File: config.mk
export PLATFORM = sky130hd
export DESIGN_NAME = led_seq_ctrl_flat
export DESIGN_NICKNAME = d
export VERILOG_FILES = /design/src/rtl/led_seq_ctrl_pkg.sv /design/src/rtl/led_seq_ctrl_if.sv /design/src/rtl/led_seq_ctrl_key_filter.sv /design/src/rtl/led_seq_ctrl.sv /design/src/flat_wrapper.sv
export SDC_FILE = /design/constraint.sdc
export NUM_CORES = 1
export LEC_CHECK = 0
export CAP_MARGIN = 20
export CORE_ASPECT_RATIO = 1.2
export CORE_MARGIN = 2
export CORE_UTILIZATION = 30
export DETAILED_ROUTE_END_ITERATION = 12
export PLACE_DENSITY = 0.47
export SKIP_CTS_REPAIR_TIMING = 1
export SYNTH_ARGS = -nofsm -noshare
export SYNTH_HDL_FRONTEND = slang
export SYNTH_SLANG_ARGS = --single-unit
File: constraint.sdc
create_clock -name sys_clk -period 3.3 [get_ports sys_clk]
set_input_delay 0.66 -clock sys_clk [delete_from_list [all_inputs] [get_ports sys_clk]]
set_output_delay 0.66 -clock sys_clk [all_outputs]
set_load 0.01 [all_outputs]
File: src/rtl/led_seq_ctrl_pkg.sv
// led_ctrl_defs: mode encodings, LED start patterns and
// small helpers shared by the LED sequencer and its bench.
package led_ctrl_defs;

   typedef enum logic [1:0] {
      FLOW_L   = 2'd0,
      FLOW_R   = 2'd1,
      PINGPONG = 2'd2,
      BLINK    = 2'd3
   } mode_e;

   // led_out is active-low: a 0 bit lights the LED
   localparam logic [7:0] LED_START_L = 8'hFE;
   localparam logic [7:0] LED_START_R = 8'h7F;
   localparam logic [7:0] LED_ALL_ON  = 8'h00;
   localparam logic [7:0] LED_ALL_OFF = 8'hFF;

   localparam logic [2:0] POS_MIN = 3'd0;
   localparam logic [2:0] POS_MAX = 3'd7;

   function automatic logic [7:0] led_onehot(
      input logic [2:0] pos
   );
      return ~(8'h01 << pos);
   endfunction

   function automatic mode_e next_mode(
      input mode_e m
   );
      mode_e r;
      unique case (m)
         FLOW_L:   r = FLOW_R;
         FLOW_R:   r = PINGPONG;
         PINGPONG: r = BLINK;
         BLINK:    r = FLOW_L;
         default:  r = FLOW_L;
      endcase
      return r;
   endfunction

endpackage

File: src/rtl/led_seq_ctrl_if.sv
// led_seq_ctrl_if: board-side signals of the LED sequencer.
// key_in (raw keys, active-low), led_out, mode_out, run_out.
interface led_seq_ctrl_if;
   import led_ctrl_defs::*;

   logic [1:0] key_in;
   logic [7:0] led_out;
   mode_e      mode_out;
   logic       run_out;

   modport master (
      output key_in,
      input  led_out,
      input  mode_out,
      input  run_out
   );

   modport slave (
      input  key_in,
      output led_out,
      output mode_out,
      output run_out
   );

endinterface

File: src/rtl/led_seq_ctrl_key_filter.sv
// key_filter: 2-flop synchroniser, stable-low counter and
// one-shot press flag. Ports: sys_clk, sys_rst_n, key_i, flag_o.
module key_filter #(
   parameter logic [19:0] DEB_MAX = 20'd999_999
) (
   input  logic sys_clk,
   input  logic sys_rst_n,
   input  logic key_i,
   output logic flag_o
);

   logic        sync1_q;
   logic        sync2_q;
   logic [19:0] cnt_q;
   logic [19:0] cnt_d;
   logic        flag_q;
   logic        flag_d;

   always_comb begin
      cnt_d  = cnt_q;
      flag_d = 1'b0;
      if (sync2_q) begin
         cnt_d = '0;
      end else if (cnt_q != DEB_MAX) begin
         cnt_d = cnt_q + 20'd1;
      end
      // fire only on the step into DEB_MAX, so a held key
      // sitting at saturation never retriggers
      flag_d = !sync2_q &&
               (cnt_d == DEB_MAX) &&
               (cnt_q != DEB_MAX);
   end

   always_ff @(posedge sys_clk or negedge sys_rst_n) begin
      if (!sys_rst_n) begin
         sync1_q <= 1'b1;
         sync2_q <= 1'b1;
         cnt_q   <= '0;
         flag_q  <= 1'b0;
      end else begin
         sync1_q <= key_i;
         sync2_q <= sync1_q;
         cnt_q   <= cnt_d;
         flag_q  <= flag_d;
      end
   end

   assign flag_o = flag_q;

endmodule

File: src/rtl/led_seq_ctrl.sv
// led_seq_ctrl: steps one of four LED patterns on a tick.
// Ports: sys_clk, sys_rst_n, bus (key_in/led_out/mode_out/run_out).
module led_seq_ctrl
   import led_ctrl_defs::*;
#(
   parameter logic [26:0] CNT_MAX = 27'd49_999_999,
   parameter logic [19:0] DEB_MAX = 20'd999_999
) (
   input  logic           sys_clk,
   input  logic           sys_rst_n,
   led_seq_ctrl_if.slave  bus
);

   logic        mode_flag;
   logic        run_flag;

   logic [26:0] tick_q;
   logic [26:0] tick_d;
   mode_e       mode_q;
   mode_e       mode_d;
   logic        run_q;
   logic        run_d;
   logic [2:0]  pos_q;
   logic [2:0]  pos_d;
   logic        dir_q;
   logic        dir_d;
   logic        phase_q;
   logic        phase_d;
   logic [7:0]  led_q;
   logic [7:0]  led_d;

   logic        step;
   logic        advance;

   key_filter #(
      .DEB_MAX (DEB_MAX)
   ) u_key_mode (
      .sys_clk   (sys_clk),
      .sys_rst_n (sys_rst_n),
      .key_i     (bus.key_in[0]),
      .flag_o    (mode_flag)
   );

   key_filter #(
      .DEB_MAX (DEB_MAX)
   ) u_key_run (
      .sys_clk   (sys_clk),
      .sys_rst_n (sys_rst_n),
      .key_i     (bus.key_in[1]),
      .flag_o    (run_flag)
   );

   assign step = run_q && (tick_q == CNT_MAX);

   // any key event discards a coinciding step: a mode press
   // loads the new start state, a pause press freezes
   assign advance = step && !mode_flag && !run_flag;

   always_comb begin
      tick_d  = tick_q + 27'd1;
      mode_d  = mode_q;
      run_d   = run_q;
      pos_d   = pos_q;
      dir_d   = dir_q;
      phase_d = phase_q;
      led_d   = led_q;

      if (mode_flag || run_flag || !run_q || step) begin
         tick_d = '0;
      end

      if (run_flag) begin
         run_d = ~run_q;
      end

      unique case (1'b1)
         mode_flag: begin
            mode_d  = next_mode(mode_q);
            pos_d   = POS_MIN;
            dir_d   = 1'b1;
            phase_d = 1'b0;
            unique case (mode_d)
               FLOW_L:   led_d = LED_START_L;
               FLOW_R: begin
                  pos_d = POS_MAX;
                  led_d = LED_START_R;
               end
               PINGPONG: led_d = LED_START_L;
               BLINK:    led_d = LED_ALL_ON;
               default:  led_d = LED_START_L;
            endcase
         end
         advance: begin
            unique case (mode_q)
               FLOW_L: begin
                  pos_d = pos_q + 3'd1;
                  led_d = led_onehot(pos_d);
               end
               FLOW_R: begin
                  pos_d = pos_q - 3'd1;
                  led_d = led_onehot(pos_d);
               end
               PINGPONG: begin
                  // turn around without repeating the end LED
                  if (dir_q && pos_q == POS_MAX) begin
                     dir_d = 1'b0;
                     pos_d = POS_MAX - 3'd1;
                  end else if (!dir_q && pos_q == POS_MIN) begin
                     dir_d = 1'b1;
                     pos_d = POS_MIN + 3'd1;
                  end else if (dir_q) begin
                     pos_d = pos_q + 3'd1;
                  end else begin
                     pos_d = pos_q - 3'd1;
                  end
                  led_d = led_onehot(pos_d);
               end
               BLINK: begin
                  phase_d = ~phase_q;
                  led_d   = phase_d ? LED_ALL_OFF : LED_ALL_ON;
               end
               default: led_d = led_q;
            endcase
         end
         default: ;
      endcase
   end

   always_ff @(posedge sys_clk or negedge sys_rst_n) begin
      if (!sys_rst_n) begin
         tick_q  <= '0;
         mode_q  <= FLOW_L;
         run_q   <= 1'b1;
         pos_q   <= POS_MIN;
         dir_q   <= 1'b1;
         phase_q <= 1'b0;
         led_q   <= LED_START_L;
      end else begin
         tick_q  <= tick_d;
         mode_q  <= mode_d;
         run_q   <= run_d;
         pos_q   <= pos_d;
         dir_q   <= dir_d;
         phase_q <= phase_d;
         led_q   <= led_d;
      end
   end

   assign bus.led_out  = led_q;
   assign bus.mode_out = mode_q;
   assign bus.run_out  = run_q;

endmodule

File: src/flat_wrapper.sv
// flat-port wrapper written by rule: the top's interface ports become plain ports
module led_seq_ctrl_flat import led_ctrl_defs::*;
#(
   parameter logic [26:0] CNT_MAX = 27'd49_999_999,
   parameter logic [19:0] DEB_MAX = 20'd999_999
)
  (sys_clk, sys_rst_n, bus_key_in, bus_led_out, bus_mode_out, bus_run_out);
  led_seq_ctrl_if bus_i ();
  input  logic sys_clk;
  input  logic sys_rst_n;
  input wire logic [$bits(bus_i.key_in)-1:0] bus_key_in;
  output wire logic [$bits(bus_i.led_out)-1:0] bus_led_out;
  output wire logic [$bits(bus_i.mode_out)-1:0] bus_mode_out;
  output wire logic [$bits(bus_i.run_out)-1:0] bus_run_out;
  assign bus_i.key_in = bus_key_in;
  assign bus_led_out = bus_i.led_out;
  assign bus_mode_out = bus_i.mode_out;
  assign bus_run_out = bus_i.run_out;
  led_seq_ctrl #(.CNT_MAX(CNT_MAX), .DEB_MAX(DEB_MAX)) u_core (.sys_clk(sys_clk), .sys_rst_n(sys_rst_n), .bus(bus_i));
endmodule
==> qor.yml, run 1 <==
status: "finished, final reports clean"
place.gp.congestion: 0.833
clock_latency_ns: 0.34
drtIter0Drc: 263
yosysSeqAreaShare: 0.429
dieArea_um2: 18500
synth_seq_cells: 89
power_density_nw_per_um2: 377
ff2ff_setup_slack_ns: 0.68
syn_area_um2: 5230
rsz0062_at_grt: "no"
port_buffers: 14
synth_edf_count: 0
ant_nets: 0
slowest_delay_ns: 0.51
drv_cap: 0
synth-simple-area-share: 0.278
dr.pass1.iters: 5
synth.most_common_cell: "nor2_1"
rr_startpoint: "u_core.u_key_mode.cnt_q[0]"
synth-main-ff-cell: "dfrtp_1"
tns_ns: 0
synth_fp_nets: 585
cts-root-buf: "clkbuf_16"
yosys-top-cells-count: "nor2_1, dfrtp_1, nand2_1"
final_nets: 586
fmax_mhz: 381
yosys.area_share.xor_xnor: 0.0955
slew_headroom: 0.561
die_h_um: 149
pin_count: 15
drive_above_1_share: 0.0736
synth_cells: 565
crit_chain: "ha_1 > and4_1 > and2_1 > and4_1 > a31oi_1 > or4b_1 > nor4_1"
die_x_um: 124
synth-compound-area-share: 0.118
pwr-share-seq: 0.509
cts_tree: "yes"
via_count: 4070
period_minus_slack_ns: 2.62
synth_top_area_share: 0.364
critical_path_class: "reg2reg"
place_ws_ns: 0.672
cp.required_ns: 3.54
area_growth_pct: 11.7
synth_cell_type_count: 69
crit_end: "u_core.u_key_mode.flag_o"
dpl.hpwl_um: 7970
ir_drop_mv: 0.218
core_area_um2: 17000
viasPerCell: 5.17
timing.rr.end: "u_core.u_key_mode.flag_o"
cp-start-kind: "flop"
syn_area_per_cell_um2: 9.25
clk_path_buf_depth: 2
drc_errors: 0
cpMostUsedCell: "and4_1"
antenna_cells: 0
cp_slowest_cell: "or4b_1"
grtUsageTotal: 0.129
setup.worst_path.start: "u_core.u_key_mode.cnt_q[0]"
hold_viol_final: 0
synth_top_family_by_area: "simple AND/OR/NAND/NOR gates"
placementRows: 52
cp_num_buf_inv: 0
cts_buffers: 9
avgRoutedWirePerCell_um: 14.6
h-tree-depth: 3
grt_pass1_vias: 3928
leakagePower_uw: 0.00218
yosysWarnings: 0
min_period_over_period: 0.795
p_switching_uw: 474
clock-sinks: 89
routed_wirelength_um: 11500
worstSetupEndpointType: "flop"
yosysTopAreaCell: "dfrtp_1"
hp-class: "in2async"
grt_pass1_wl_um: 19700
async_flop_share: 1.00
initial_utilization: 0.308
cp.arrival_ns: 2.87
synth_fa_ha_area_frac: 0.0383
grt_max_degree: 90
synth_area_leaders: "dfrtp_1, dfstp_2, nor2_1, xnor2_1, xor2_1"
layout_setup_ws_ns: 0.675
nFillCells: 1705
antenna_found_initial: 0
grt_overflow: 0
reg2regPathDepth: 7
critPathTopFamily: "simple AND/OR/NAND/NOR gates"
combPwrFrac: 0.022
multi_input_area_um2: 2790
path_clk_slew_ns: 0.06
pwr-share-clk: 0.469
seq_area_um2: 2240
swShare: 0.215
crit_fanout: 8
maxSlewViolCount: 0
worstMarginPinSlew_ns: 0.654
setup_viol: 0
p_int_uw: 1730
synthMuxAreaShare: 0.00383
clock_skew_ns: 0.00727
cp.depth: 7
whs_ns: 0.350
cells in the final DEF, fill, tap and decap left out, types with 7 or more instances in the layout:
cell type,n
xor2_1,28
nand3_1,35
nor3_1,23
inv_1,17
nor2_1,79
nand4_1,14
o31ai_1,7
and3_1,7
xnor2_1,29
nor2b_1,7
clkbuf_16,9
nand2b_1,7
a21oi_1,21
dfstp_2,13
clkdlybuf4s50_1,13
nand2_1,38
dfrtp_1,76
ha_1,16
a31oi_1,8
and4_1,11
o21ai_0,16
power by group through the flow:
stage	clock, µW	sequential, µW	combinational [µW]
floorplan	0	1130	25.3
global placement	0	1140	50.4
detailed placement	0	1140	51.6
CTS	1060	1120	51.6
global route	1120	1120	57.7
finish	1030	1120	48.9
cells by family (layout without fill, tap and decap cells):
group           count (synthesis)  count (layout)
simple gates                  267             267
xor+xnor                       57              57
fa+ha+maj                      16              16
flops                          89              89
mux                             2               2
buf+inv                        45              51
compound gates                 89              89
cell type report:
class	instances	area share
clock inverter	2	0.00643
clock buffer	14	0.0435
tap	216	0.0463
inverter	18	0.0116
sequential	89	0.384
timing repair buffer	17	0.0296
multi-input combinational	431	0.478
state kept, by name (all words and copies together) (netlist names):
signal,count
u_core.u_key_run.sync2_q,1
u_core.pos_q,3
u_core.phase_q,1
u_core.u_key_run.sync1_q,1
u_core.u_key_run.cnt_q,20
u_core.dir_q,1
u_core.tick_q,27
u_core.u_key_mode.sync2_q,1
u_core.u_key_mode.sync1_q,1
u_core.u_key_run.flag_o,1
u_core.bus.run_out,1
u_core.bus.mode_out,2
u_core.u_key_mode.flag_o,1
u_core.u_key_mode.cnt_q,20
u_core.bus.led_out,8
routing by layer:
metal  GRT usage  routed length [µm]  up-vias
li1            -                   -     2017
met1       0.173                5580     1991
met2       0.205                5490       47
met3      0.0212                 192       15
met4      0.0579                 207        0
met5           0                   0        -
through the flow:
| step | power (µW) | instance area, µm² | utilization | cells |
|---|---|---|---|---|
| global route | 2300 | 5840 | 0.344 | 787 |
| floorplan | 1160 | 5230 | - | 565 |
| global placement | 1190 | 5550 | 0.327 | 771 |
| detailed placement | 1190 | 5550 | 0.327 | 771 |
| finish | 2200 | 5840 | 0.344 | 787 |
| CTS | 2240 | 5840 | 0.344 | 787 |
how the worst min path moves through the flow:
| stage | to | cells past startpoint |
|---|---|---|
| 5_1_grt | u_core.u_key_mode.sync2_q | 0 |
| 6_report | u_core.u_key_mode.cnt_q[14] | 2 |
| 3_3_place_gp | u_core.u_key_mode.sync2_q | 0 |
| 2_1_floorplan | u_core.u_key_mode.sync2_q | 0 |
| 4_1_cts | u_core.u_key_mode.sync2_q | 0 |
| 3_5_place_dp | u_core.u_key_mode.sync2_q | 0 |
(Power assumes the default switching activity.)
==> run 2, diff against run 1 <==
Clock period 3.3 ns to 2.66 ns, I/O delays scaled along.
==> run 2 against run 1 <==
Effect of this change:
- via count is 1.3% higher
- wire length rose by 3.4%
- utilization rose by 0.49 points
- flip-flop and latch count unchanged
- count of clock-buffer cells in the layout is 3 lower
- final area increased by 1.4%
- critical path type unchanged
- fmax up 8.8%
- sequential power increased by 24%
- register-to-register slack lost 0.43 ns
==> qor.yml, run 2 (same netlist as run 1, synthesis figures left out) <==
cts_tree: "yes"
p_total_uw: 2710
largest_register_ffs: 27
fmax_mhz: 414
whs_ns: 0.155
pin_count: 15
top_regs: "u_core.tick_q x27, u_core.u_key_mode.cnt_q x20, u_core.u_key_run.cnt_q x20"
drive_above_1_share: 0.0979
slowest_delay_ns: 0.54
leakagePower_uw: 0.00223
cp.required_ns: 2.92
via_count: 4122
routed_wirelength_um: 11900
placementRows: 52
crit_fanout: 8
h-tree-depth: 3
cts_buffers: 9
hold_viol_final: 0
cts-root-buf: "clkbuf_16"
clock_latency_ns: 0.35
final_common_cell: "nor2_1"
worstSetupEndpointType: "flop"
ant_nets: 0
setup.worst_path.start: "u_core.u_key_run.cnt_q[0]"
period_minus_slack_ns: 2.41
initial_utilization: 0.308
viasPerCell: 5.17
antenna_found_initial: 0
min_period_over_period: 0.907
clock_skew_ns: 0.00766
avgRoutedWirePerCell_um: 14.9
drtIter0Drc: 206
cp.arrival_ns: 2.67
grt_overflow: 0
ff2ff_setup_slack_ns: 0.25
antenna_cells: 0
dieArea_um2: 18500
core_area_um2: 17000
dpl.hpwl_um: 8490
clk_path_buf_depth: 2
grt_pass1_wl_um: 20100
place.gp.congestion: 0.836
drc_errors: 0
grtUsageTotal: 0.132
layout_common_cells: "nor2_1, dfrtp_1, nand2_1"
grt_pass1_vias: 4065
area_growth_pct: 13.3
hp-class: "in2async"
rr_startpoint: "u_core.u_key_run.cnt_q[0]"
cp_slowest_cell: "or4_1"
port_buffers: 14
worstMarginPinSlew_ns: 0.518
rsz0062_at_grt: "no"
critical_path_class: "reg2reg"
crit_chain: "ha_1 > and4_1 > and2_1 > nand2_1 > xor2_1 > or4_1 > nor4_2"
dr.pass1.iters: 4
cp-start-kind: "flop"
clock-sinks: 89
drv_cap: 0
tns_ns: 0
setup_viol: 0
power_density_nw_per_um2: 458
path_clk_slew_ns: 0.07
final_nets: 597
maxSlewViolCount: 0
die_x_um: 124
die_h_um: 149
slew_headroom: 0.651
status: "finished, final reports clean"
grt_max_degree: 39
ir_drop_mv: 0.317
regMostFlops: "u_core.tick_q"
run 2: changes by cell type in the layout (fill, tap and decap cells not counted):
cell	before	now
inv_6	0	1
clkbuf_8	1	2
clkinvlp_4	1	4
buf_4	3	14
bufinv_16	1	0
clkbuf_1	4	0
run 2: path summary, 6_finish.rpt:
kind | depth (start not counted) | endpoint
max in group asynchronous | 2 | u_core.bus.led_out[1]
worst max-delay path | 7 | u_core.u_key_run.flag_o
worst min-delay path | 1 | u_core.u_key_mode.cnt_q[2]
min in group sys_clk | 0 | u_core.u_key_mode.sync2_q
worst max register to register | 7 | u_core.u_key_run.flag_o
worst min register to register | 0 | u_core.u_key_mode.sync2_q
run 2: layout make-up:
cell class / instances / area (µm²)
Sequential cell: 89 / 2240
Tap cell: 216 / 270
Clock buffer: 11 / 253
Fill cell: 1716 / 11100
Clock inverter: 5 / 38.8
Timing Repair Buffer: 28 / 255
Multi-Input combinational cell: 431 / 2790
Inverter: 18 / 67.6
run 2: per-stage QoR:
step / cell area [µm²] / instances / setup slack, ns / utilization
final: 5920 / 798 / 0.247 / 0.349
after floorplan: 5230 / 565 / 0.326 / -
after detailed placement: 5630 / 782 / 0.258 / 0.331
after CTS: 5920 / 798 / 0.241 / 0.349
after global routing: 5920 / 798 / 0.0369 / 0.349
after global placement: 5630 / 782 / 0.294 / 0.331
run 2: worst max-delay path, delay by kind of cell (launching register included):
kind	cells	cell delay, ns
flops	1	0.45
simple gates	5	1.42
fa+ha+maj	1	0.28
xor+xnor	1	0.16
run 2: report_power, final:
part | switching, µW | total [µW] | internal [µW] | leakage [µW]
Clock | 567 | 1250 | 688 | 0.000130
Combinational | 46.1 | 67.8 | 21.7 | 0.000912
Sequential | 20.5 | 1390 | 1370 | 0.00119
run 2: routing by layer:
metal / vias up / track usage / wire length, µm
li1: 2040 / - / -
met4: 0 / 0.0635 / 337
met3: 23 / 0.0198 / 258
met5: - / 0 / 0
met1: 1996 / 0.172 / 5750
met2: 63 / 0.216 / 5510
